**config.mk**
```make
export PLATFORM = sky130hd
export DESIGN_NAME = dot_result_fifo
export DESIGN_NICKNAME = d
export VERILOG_FILES = /design/src/rtl/dot_fifo_pkg.sv /design/src/rtl/dot_fifo_mem.sv /design/src/rtl/dot_result_fifo.sv
export SDC_FILE = /design/constraint.sdc
export NUM_CORES = 1
export LEC_CHECK = 0
export BUFFER_PORTS_ARGS = -buffer_cell sky130_fd_sc_hd__buf_2
export CELL_PAD_IN_SITES_DETAIL_PLACEMENT = 1
export CELL_PAD_IN_SITES_GLOBAL_PLACEMENT = 2
export CORE_MARGIN = 2
export CORE_UTILIZATION = 42
export DETAILED_ROUTE_END_ITERATION = 12
export PLACE_DENSITY = 0.85
export SYNTH_ARGS = -nofsm -noshare
export SYNTH_HDL_FRONTEND = slang
export SYNTH_HIERARCHICAL = 1
export SYNTH_SLANG_ARGS = --single-unit
```
**constraint.sdc**
```tcl
create_clock -name clk -period 3.2 [get_ports clk]
set_input_delay 0.32 -clock clk [delete_from_list [all_inputs] [get_ports clk]]
set_output_delay 0.32 -clock clk [all_outputs]
set_load 0.02 [all_outputs]
```
**src/rtl/dot_fifo_pkg.sv**
```systemverilog
// Shared types and helpers for the dot-product result FIFO.
// Latency: n/a (declarations only).
// Backpressure: n/a.
package dot_fifo_pkg;

    localparam int DOT_DATA_W = 18;

    typedef logic [DOT_DATA_W-1:0] dot_result_t;

    // Increment a pointer of ptr_w bits, wrapping back to zero past its top value.
    function automatic logic [31:0] ptr_inc(input logic [31:0] ptr, input int unsigned ptr_w);
        logic [31:0] mask;
        mask = (32'd1 << ptr_w) - 32'd1;
        return (ptr + 32'd1) & mask;
    endfunction

endpackage

```
**src/rtl/dot_fifo_mem.sv**
```systemverilog
// DEPTH x DATA_W storage array: one synchronous write port, one asynchronous read port.
// Latency: write visible on the read port after the writing clock edge; read is combinational.
// Backpressure: none; the caller decides when to write.
// Ports: clk, we/waddr/wdata (write), raddr/rdata (read).
module dot_fifo_mem #(
    parameter int DATA_W = 18,
    parameter int DEPTH  = 8
) (
    input  logic                     clk,
    input  logic                     we,
    input  logic [$clog2(DEPTH)-1:0] waddr,
    input  logic [DATA_W-1:0]        wdata,
    input  logic [$clog2(DEPTH)-1:0] raddr,
    output logic [DATA_W-1:0]        rdata
);

    // Contents are deliberately not reset; the read side masks empty entries.
    logic [DATA_W-1:0] mem_q [DEPTH];

    always_ff @(posedge clk) begin
        if (we) begin
            mem_q[waddr] <= wdata;
        end
    end

    assign rdata = mem_q[raddr];

endmodule

```
**src/rtl/dot_result_fifo.sv**
```systemverilog
// FWFT FIFO buffering dot-product results from a producer that cannot be stalled.
// Latency: a result pushed at edge N is presented on out_data/out_valid right after edge N.
// Backpressure: consumer stalls via out_ready; when full with no pop, incoming results are dropped and flagged.
// Ports: clk, reset (async, active-high); in_valid/in_data (producer run/dout);
//        out_valid/out_ready/out_data (FWFT head); count, full, almost_full; overflow (sticky), ovf_clr.
// Option: DOT_RESULT_FIFO_DROP_CNT_EN adds drop_count[7:0], a saturating count of dropped results.
module dot_result_fifo
    import dot_fifo_pkg::*;
#(
    parameter int DATA_W      = DOT_DATA_W,
    parameter int DEPTH       = 8,
    parameter int AFULL_LEVEL = 6
) (
    input  logic                       clk,
    input  logic                       reset,
    input  logic                       in_valid,
    input  logic [DATA_W-1:0]          in_data,
    output logic                       out_valid,
    input  logic                       out_ready,
    output logic [DATA_W-1:0]          out_data,
    output logic [$clog2(DEPTH):0]     count,
    output logic                       full,
    output logic                       almost_full,
    output logic                       overflow,
    input  logic                       ovf_clr
`ifdef DOT_RESULT_FIFO_DROP_CNT_EN
    ,
    output logic [7:0]                 drop_count
`endif
);

    localparam int unsigned AW = $clog2(DEPTH);
    localparam int unsigned PW = AW + 1;

    logic [PW-1:0]     wr_ptr_q, wr_ptr_d;
    logic [PW-1:0]     rd_ptr_q, rd_ptr_d;
    logic [PW-1:0]     count_q, count_d;
    logic              full_q, full_d;
    logic              afull_q, afull_d;
    logic              ovf_q, ovf_d;
    logic              empty;
    logic              push;
    logic              pop;
    logic              drop;
    logic [DATA_W-1:0] mem_rdata;

    assign empty = (wr_ptr_q == rd_ptr_q);

    always_comb begin
        pop  = ~empty & out_ready;
        // A pop in the same cycle frees the slot, so a full FIFO still accepts the push.
        push = in_valid & ~(full_q & ~pop);
        drop = in_valid & full_q & ~pop;

        wr_ptr_d = push ? PW'(ptr_inc(32'(wr_ptr_q), PW)) : wr_ptr_q;
        rd_ptr_d = pop  ? PW'(ptr_inc(32'(rd_ptr_q), PW)) : rd_ptr_q;

        case ({push, pop})
            2'b10:   count_d = count_q + PW'(1);
            2'b01:   count_d = count_q - PW'(1);
            default: count_d = count_q;
        endcase

        // Flags come from the next-state pointers/count so they stay aligned with them.
        full_d  = (wr_ptr_d[PW-1] != rd_ptr_d[PW-1]) &&
                  (wr_ptr_d[AW-1:0] == rd_ptr_d[AW-1:0]);
        afull_d = (count_d >= PW'(AFULL_LEVEL));

        // Clear wins over a coincident drop.
        ovf_d = ovf_clr ? 1'b0 : (drop ? 1'b1 : ovf_q);
    end

    always_ff @(posedge clk or posedge reset) begin
        if (reset) begin
            wr_ptr_q <= '0;
            rd_ptr_q <= '0;
            count_q  <= '0;
            full_q   <= 1'b0;
            afull_q  <= 1'b0;
            ovf_q    <= 1'b0;
        end else begin
            wr_ptr_q <= wr_ptr_d;
            rd_ptr_q <= rd_ptr_d;
            count_q  <= count_d;
            full_q   <= full_d;
            afull_q  <= afull_d;
            ovf_q    <= ovf_d;
        end
    end

    dot_fifo_mem #(
        .DATA_W (DATA_W),
        .DEPTH  (DEPTH)
    ) u_mem (
        .clk   (clk),
        .we    (push),
        .waddr (wr_ptr_q[AW-1:0]),
        .wdata (in_data),
        .raddr (rd_ptr_q[AW-1:0]),
        .rdata (mem_rdata)
    );

    assign out_valid   = ~empty;
    // Unwritten storage is never exposed: the head reads as zero while empty.
    assign out_data    = empty ? '0 : mem_rdata;
    assign count       = count_q;
    assign full        = full_q;
    assign almost_full = afull_q;
    assign overflow    = ovf_q;

`ifdef DOT_RESULT_FIFO_DROP_CNT_EN
    logic [7:0] drop_cnt_q, drop_cnt_d;

    always_comb begin
        if (ovf_clr) begin
            drop_cnt_d = 8'd0;
        end else if (drop && (drop_cnt_q != 8'hFF)) begin
            drop_cnt_d = drop_cnt_q + 8'd1;
        end else begin
            drop_cnt_d = drop_cnt_q;
        end
    end

    always_ff @(posedge clk or posedge reset) begin
        if (reset) begin
            drop_cnt_q <= 8'd0;
        end else begin
            drop_cnt_q <= drop_cnt_d;
        end
    end

    assign drop_count = drop_cnt_q;
`endif

endmodule

```
==> results of run 1 <==
cells in the mapped netlist (3+ instances only):
cell,count
xor2_1,9
buf_6,4
mux4_1,36
edfxtp_1,144
inv_1,3
ha_1,5
xnor2_1,10
nor2_1,8
dfrtp_1,15
nand2_1,6
and2_1,19
mux2_2,19
nand2b_1,4
layout make-up:
| type | instances | area, um2 | area share [%] |
|---|---|---|---|
| multi-input cells | 137 | 1770 | 23.1 |
| clock buffers | 20 | 437 | 5.68 |
| repair buffers | 63 | 355 | 4.62 |
| clock inverters | 12 | 168 | 2.18 |
| well taps | 188 | 235 | 3.06 |
| inverters | 4 | 15.0 | 0.195 |
| flip-flops and latches | 159 | 4700 | 61.2 |
logic make-up after synthesis:
group | synth area share, %
xor+xnor | 2.54
flops | 71.7
mux | 17.9
buf+inv | 1.45
fa+ha+maj | 0.954
compound gates | 1.51
simple gates | 3.97
worst paths after layout:
kind                          endpoint  slack (ns)  cells past startpoint
setup / recovery           almost_full        0.23                     12
hold / removal                overflow        0.04                      2
setup reg to reg           almost_full        0.23                     12
hold reg to reg               count[3]        0.49                      1
max in group asynchronous  wr_ptr_q[1]        2.25                      3
min in group asynchronous  rd_ptr_q[3]        0.51                      3
metal layers:
metal | vias up | track usage [%]
met2 | 59 | 29.3
met4 | 0 | 6.97
li1 | 1431 | -
met5 | - | 0
met1 | 1684 | 20.3
met3 | 19 | 4.49
registers in the layout, indices dropped and copies added (netlist names):
| register | cells |
|---|---|
| u_mem/mem_q | 144 |
| count | 4 |
| rd_ptr_q | 4 |
| wr_ptr_q | 4 |
| almost_full | 1 |
| full | 1 |
| overflow | 1 |
timing repair:
| action | CTS | global route |
|---|---|---|
| hold buffers | 1 | 0 |
| hold endpoints to repair | 15 | 0 |
| setup buffers | 0 | 0 |
| gates resized for setup | 0 | 1 |
| endpoints found under the setup margin | 0 | 1 |
through the flow:
step / hold slack, ns / area (um2) / power (mW)
final: 0.0426 / 7680 / 7.62
after global routing: 0.0348 / 7680 / 8.01
after CTS: 0.0262 / 7680 / 7.72
after detailed placement: 0.431 / 7070 / 5.63
after global placement: 0.412 / 7070 / 5.56
after floorplan: 0.221 / 6560 / 4.81
power breakdown:
group | switching (mW) | internal, mW
clock network | 0.768 | 1.30
logic | 1.55 | 1.22
registers | 0.153 | 2.64
==> results.sh, run 1 <==
export IMPL_grt_ovfl_total=0
export IMPL_crit_start="wr_ptr_q[1]"
export IMPL_cp_top_family="compound AO/OA/AOI/OAI gates"
export IMPL_finalSetupTns_ns=0
export IMPL_min_path_type="input port to flip-flop"
export IMPL_grt_total_usage_pct=17.0
export IMPL_clock_path_buffers=2
export IMPL_fin_crit_ns=2.97
export IMPL_synth_net_count=340
export IMPL_wl_met2_um=6780
export IMPL_wl_per_cell_um=22.2
export IMPL_num_antenna_cells=0
export IMPL_dieArea_mm2=0.0166
export IMPL_drt_wl_total_um=13000
export IMPL_drtPass1Iterations=4
export IMPL_ys_seq_area_share_pct=71.7
export IMPL_grt_pass1_wl_um=20000
export IMPL_ctsHtreeMaxLevel=4
export IMPL_place_congestion=0.708
export IMPL_drive_gt1_share_pct=29.9
export IMPL_crit_fanout=10
export IMPL_highest_layer="met4"
export IMPL_synth_ff_type="edfxtp_1"
export IMPL_num_nets_final=410
export IMPL_worstPathArrival_ns=3.27
export IMPL_skew_ns=0.00748
export IMPL_post_layout_nonfiller_instances=583
export IMPL_hold_violations=0
export IMPL_layout_common_cells="edfxtp_1, buf_2, mux4_1, and2_1, mux2_2"
export IMPL_start_kind="flip-flop"
export IMPL_synth_largest_area_cell="edfxtp_1"
export IMPL_reg2reg_from="wr_ptr_q[1]"
export IMPL_die_w_um=129
export IMPL_ys_ff_latch=159
export IMPL_synth_cells=312
export IMPL_crit_type="flip-flop to flip-flop"
export IMPL_power_density_mw_per_mm2=992
export IMPL_synth_top_area_share_pct=65.9
export IMPL_rsz0062_at_grt="no"
export IMPL_worstMarginPinSlew_ns=0.912
export IMPL_drtIter0Drc=176
export IMPL_fillerInstances=1395
export IMPL_end_kind="flip-flop"
export IMPL_min_period_over_period_pct=92.7
export IMPL_synth_distinct_cells=35
export IMPL_drc_errors=0
export IMPL_leakage_nw=2.75
export IMPL_relSlewSlack_pct=39.0
export IMPL_cts_root_buf="clkbuf_16"
export IMPL_fp_row_count=45
export IMPL_cp_required_ns=3.51
export IMPL_syn_area_per_cell_um2=21.0
export IMPL_wl_met3_um=461
export IMPL_hold_start="ovf_clr"
export IMPL_synth_warnings=6
export IMPL_grt_start_max_net_pins=40
export IMPL_setup_viol=0
export IMPL_antenna_found_initial=0
export IMPL_vias=3193
export IMPL_cp_slowest_cell="dfrtp_2"
export IMPL_clkTransAtPathRegs_ns=0.06
export IMPL_layout_cells_most_common="edfxtp_1"
export IMPL_synth_area_leaders="edfxtp_1, mux4_1, dfrtp_1"
export IMPL_pre_cts_ws_ns=0.217
export IMPL_placed_cells=550
export IMPL_fmax_mhz=337
export IMPL_cp_buffers_inverters=1
export IMPL_m1WireLength_um=5500
export IMPL_syn2layout_area_growth_pct=17.2
export IMPL_grt_pass1_vias=3494
export IMPL_status="finished clean"
export IMPL_slew_violations=0
export IMPL_coreArea_mm2=0.0152
export IMPL_cts_sinks=159
export IMPL_port_buffers=48
export IMPL_vdd_drop_max_mv=0.538
export IMPL_numCtsBuffers=17
export IMPL_hpwl_um=7910
export IMPL_postLayoutCoreUtil_pct=50.6
export IMPL_insertion_delay_ns=0.42
export IMPL_synth_edff_count=144
export IMPL_die_y_um=129
export IMPL_vias_per_cell=5.48
export IMPL_setup_ws_ns=0.233
export IMPL_syn_cell_area_mm2=0.00656
export IMPL_synthArstFlopShare_pct=9.43
export IMPL_cts_tree="done"
export IMPL_initial_core_util_pct=43.1
export IMPL_cpPeakStageDelay_ns=0.49
export IMPL_antenna_left=0
export IMPL_io_pins=49
export IMPL_cp_cell_sequence="xor2_1, o41ai_4, inv_2, o21ai_1, ha_1, xor2_1, ha_1, a21oi_1, xnor2_1, nand2b_1, xnor2_1, a21o_1"
export IMPL_maxCapViolations=0
No activity file was read; power rests on OpenSTA's default activity.
==> run 2: changes to the inputs <==
Settings changed: SETUP_SLACK_MARGIN from default to 0.4.
==> run 2 against run 1 <==
Compared with the run above: highest routed layer unchanged; largest power group is now combinational logic; non-clock buffer count is 15 higher; power is 4.9% higher; die area stayed put; worst hold slack better by 0.0089 ns; clock-buffer cell count is 2 lower; first-iteration DRC count is 11% higher; sequential cell count stayed put; critical endpoint unchanged; critical path type unchanged; wire length is 8.1% higher.
==> results.sh, run 2 (same netlist as run 1, synthesis figures left out) <==
export IMPL_cp_top_family="XOR/XNOR gates"
export IMPL_top_register="u_mem/mem_q"
export IMPL_cp_slowest_cell="dfrtp_2"
export IMPL_port_buffers=48
export IMPL_layout_common_cells="edfxtp_1, buf_2, mux4_1, buf_4"
export IMPL_seqPwrFrac_pct=35.0
export IMPL_swShare_pct=32.9
export IMPL_internal_power_mw=5.37
export IMPL_finalSetupTns_ns=0
export IMPL_postLayoutCellArea_mm2=0.00794
export IMPL_cp_required_ns=3.50
export IMPL_hold_violations=0
export IMPL_num_nets_final=425
export IMPL_drc_errors=0
export IMPL_crit_fanout=6
export IMPL_end_kind="flip-flop"
export IMPL_fillerInstances=1382
export IMPL_dieArea_mm2=0.0166
export IMPL_coreArea_mm2=0.0152
export IMPL_antenna_left=0
export IMPL_vias=3236
export IMPL_comb_power_share_pct=37.5
export IMPL_p_sw_mw=2.63
export IMPL_grt_total_usage_pct=17.5
export IMPL_layout_cells_most_common="edfxtp_1"
export IMPL_grt_pass1_vias=3453
export IMPL_die_y_um=129
export IMPL_cts_tree="done"
export IMPL_syn2layout_area_growth_pct=21.0
export IMPL_insertion_delay_ns=0.42
export IMPL_power_density_mw_per_mm2=1010
export IMPL_clock_path_buffers=2
export IMPL_setup_viol=0
export IMPL_place_congestion=0.732
export IMPL_cts_sinks=159
export IMPL_min_period_over_period_pct=83.9
export IMPL_regArea_mm2=0.00470
export IMPL_cts_root_buf="clkbuf_16"
export IMPL_skew_ns=0.00812
export IMPL_drive_gt1_share_pct=35.9
export IMPL_grt_pass1_wl_um=20500
export IMPL_relSlewSlack_pct=59.5
export IMPL_worstPathArrival_ns=2.99
export IMPL_numCtsBuffers=17
export IMPL_drtPass1Iterations=4
export IMPL_slew_violations=0
export IMPL_fmax_mhz=373
export IMPL_fin_crit_ns=2.68
export IMPL_place_area_mm2=0.00707
export IMPL_initial_core_util_pct=43.1
export IMPL_worstMarginPinSlew_ns=0.607
export IMPL_wl_per_cell_um=23.4
export IMPL_cpPeakStageDelay_ns=0.45
export IMPL_multi_input_area_mm2=0.00186
export IMPL_vias_per_cell=5.41
export IMPL_io_pins=49
export IMPL_num_antenna_cells=0
export IMPL_pwr_share_clk_pct=27.4
export IMPL_largest_reg_flops=144
export IMPL_fp_row_count=45
export IMPL_crit_type="flip-flop to flip-flop"
export IMPL_path_common_cell="xnor2_1"
export IMPL_rsz0062_at_grt="no"
export IMPL_min_path_type="input port to flip-flop"
export IMPL_cp_buffers_inverters=2
export IMPL_ctsHtreeMaxLevel=4
export IMPL_leakage_nw=2.85
export IMPL_clkTransAtPathRegs_ns=0.06
export IMPL_grt_start_max_net_pins=40
export IMPL_start_kind="flip-flop"
export IMPL_grt_ovfl_total=0
export IMPL_cp_cell_sequence="xor2_1, o41ai_4, inv_2, buf_4, ha_4, xor2_2, ha_1, a21oi_1, xnor2_1, nand2b_1, xnor2_1, a21o_1"
export IMPL_maxCapViolations=0
export IMPL_status="finished clean"
export IMPL_whs_ns=0.0515
export IMPL_antenna_found_initial=0
export IMPL_hpwl_um=8530
export IMPL_drtIter0Drc=195
export IMPL_vdd_drop_max_mv=0.513
export IMPL_drt_wl_total_um=14000
export IMPL_die_w_um=129
## run 2: path summary, 6_finish.rpt
path                             start          end  slack (ns)  cells after the start
setup / recovery           wr_ptr_q[0]  almost_full        0.52                     12
max in group asynchronous        reset  wr_ptr_q[2]        2.28                      3
hold reg to reg               count[3]     count[3]        0.49                      1
hold / removal                 ovf_clr     overflow        0.05                      2
setup reg to reg           wr_ptr_q[0]  almost_full        0.52                     12
min in group asynchronous        reset         full        0.50                      3
## run 2: area by class of cell
class | instances | area share (%)
inverter | 4 | 0.189
timing repair buffer | 78 | 6.05
multi-input combinational | 137 | 23.4
clock inverter | 14 | 2.68
sequential | 159 | 59.3
tap | 188 | 2.96
clock buffer | 18 | 5.41
## run 2: power by group through the flow
stage	registers (mW)	clock network [mW]	logic (mW)
5_1_grt	2.83	2.31	3.22
4_1_cts	2.82	2.23	2.83
3_5_place_dp	2.86	0	2.78
2_1_floorplan	2.85	0	1.96
6_report	2.80	2.19	3.00
3_3_place_gp	2.83	0	2.71
## run 2: what timing repair did
action | 4_1_cts | 5_1_grt
pin swaps | 0 | 5
setup buffers | 0 | 16
hold buffers | 1 | 0
endpoints found under the hold margin | 15 | 0
gates resized for setup | 9 | 16
setup endpoints to repair | 109 | 112
gates cloned | 0 | 0
## run 2: routing by layer
layer	global-route usage, %	wire length, um	up-vias	part of all wire [%]
met5	0	0	-	0
li1	-	-	1457	-
met3	3.99	393	21	2.8
met4	8.25	309	0	2.2
met2	28.9	7170	61	51
met1	22.2	6150	1697	44
## run 2: stage by stage
step	power (mW)	worst slack, ns	instances	utilization (%)
final	8.00	0.516	598	52.2
after CTS	7.89	0.257	582	51.0
after floorplan	4.81	0.178	312	-
after detailed placement	5.64	0.163	549	46.5
after global placement	5.54	0.380	549	46.5
after global routing	8.35	0.403	598	52.2
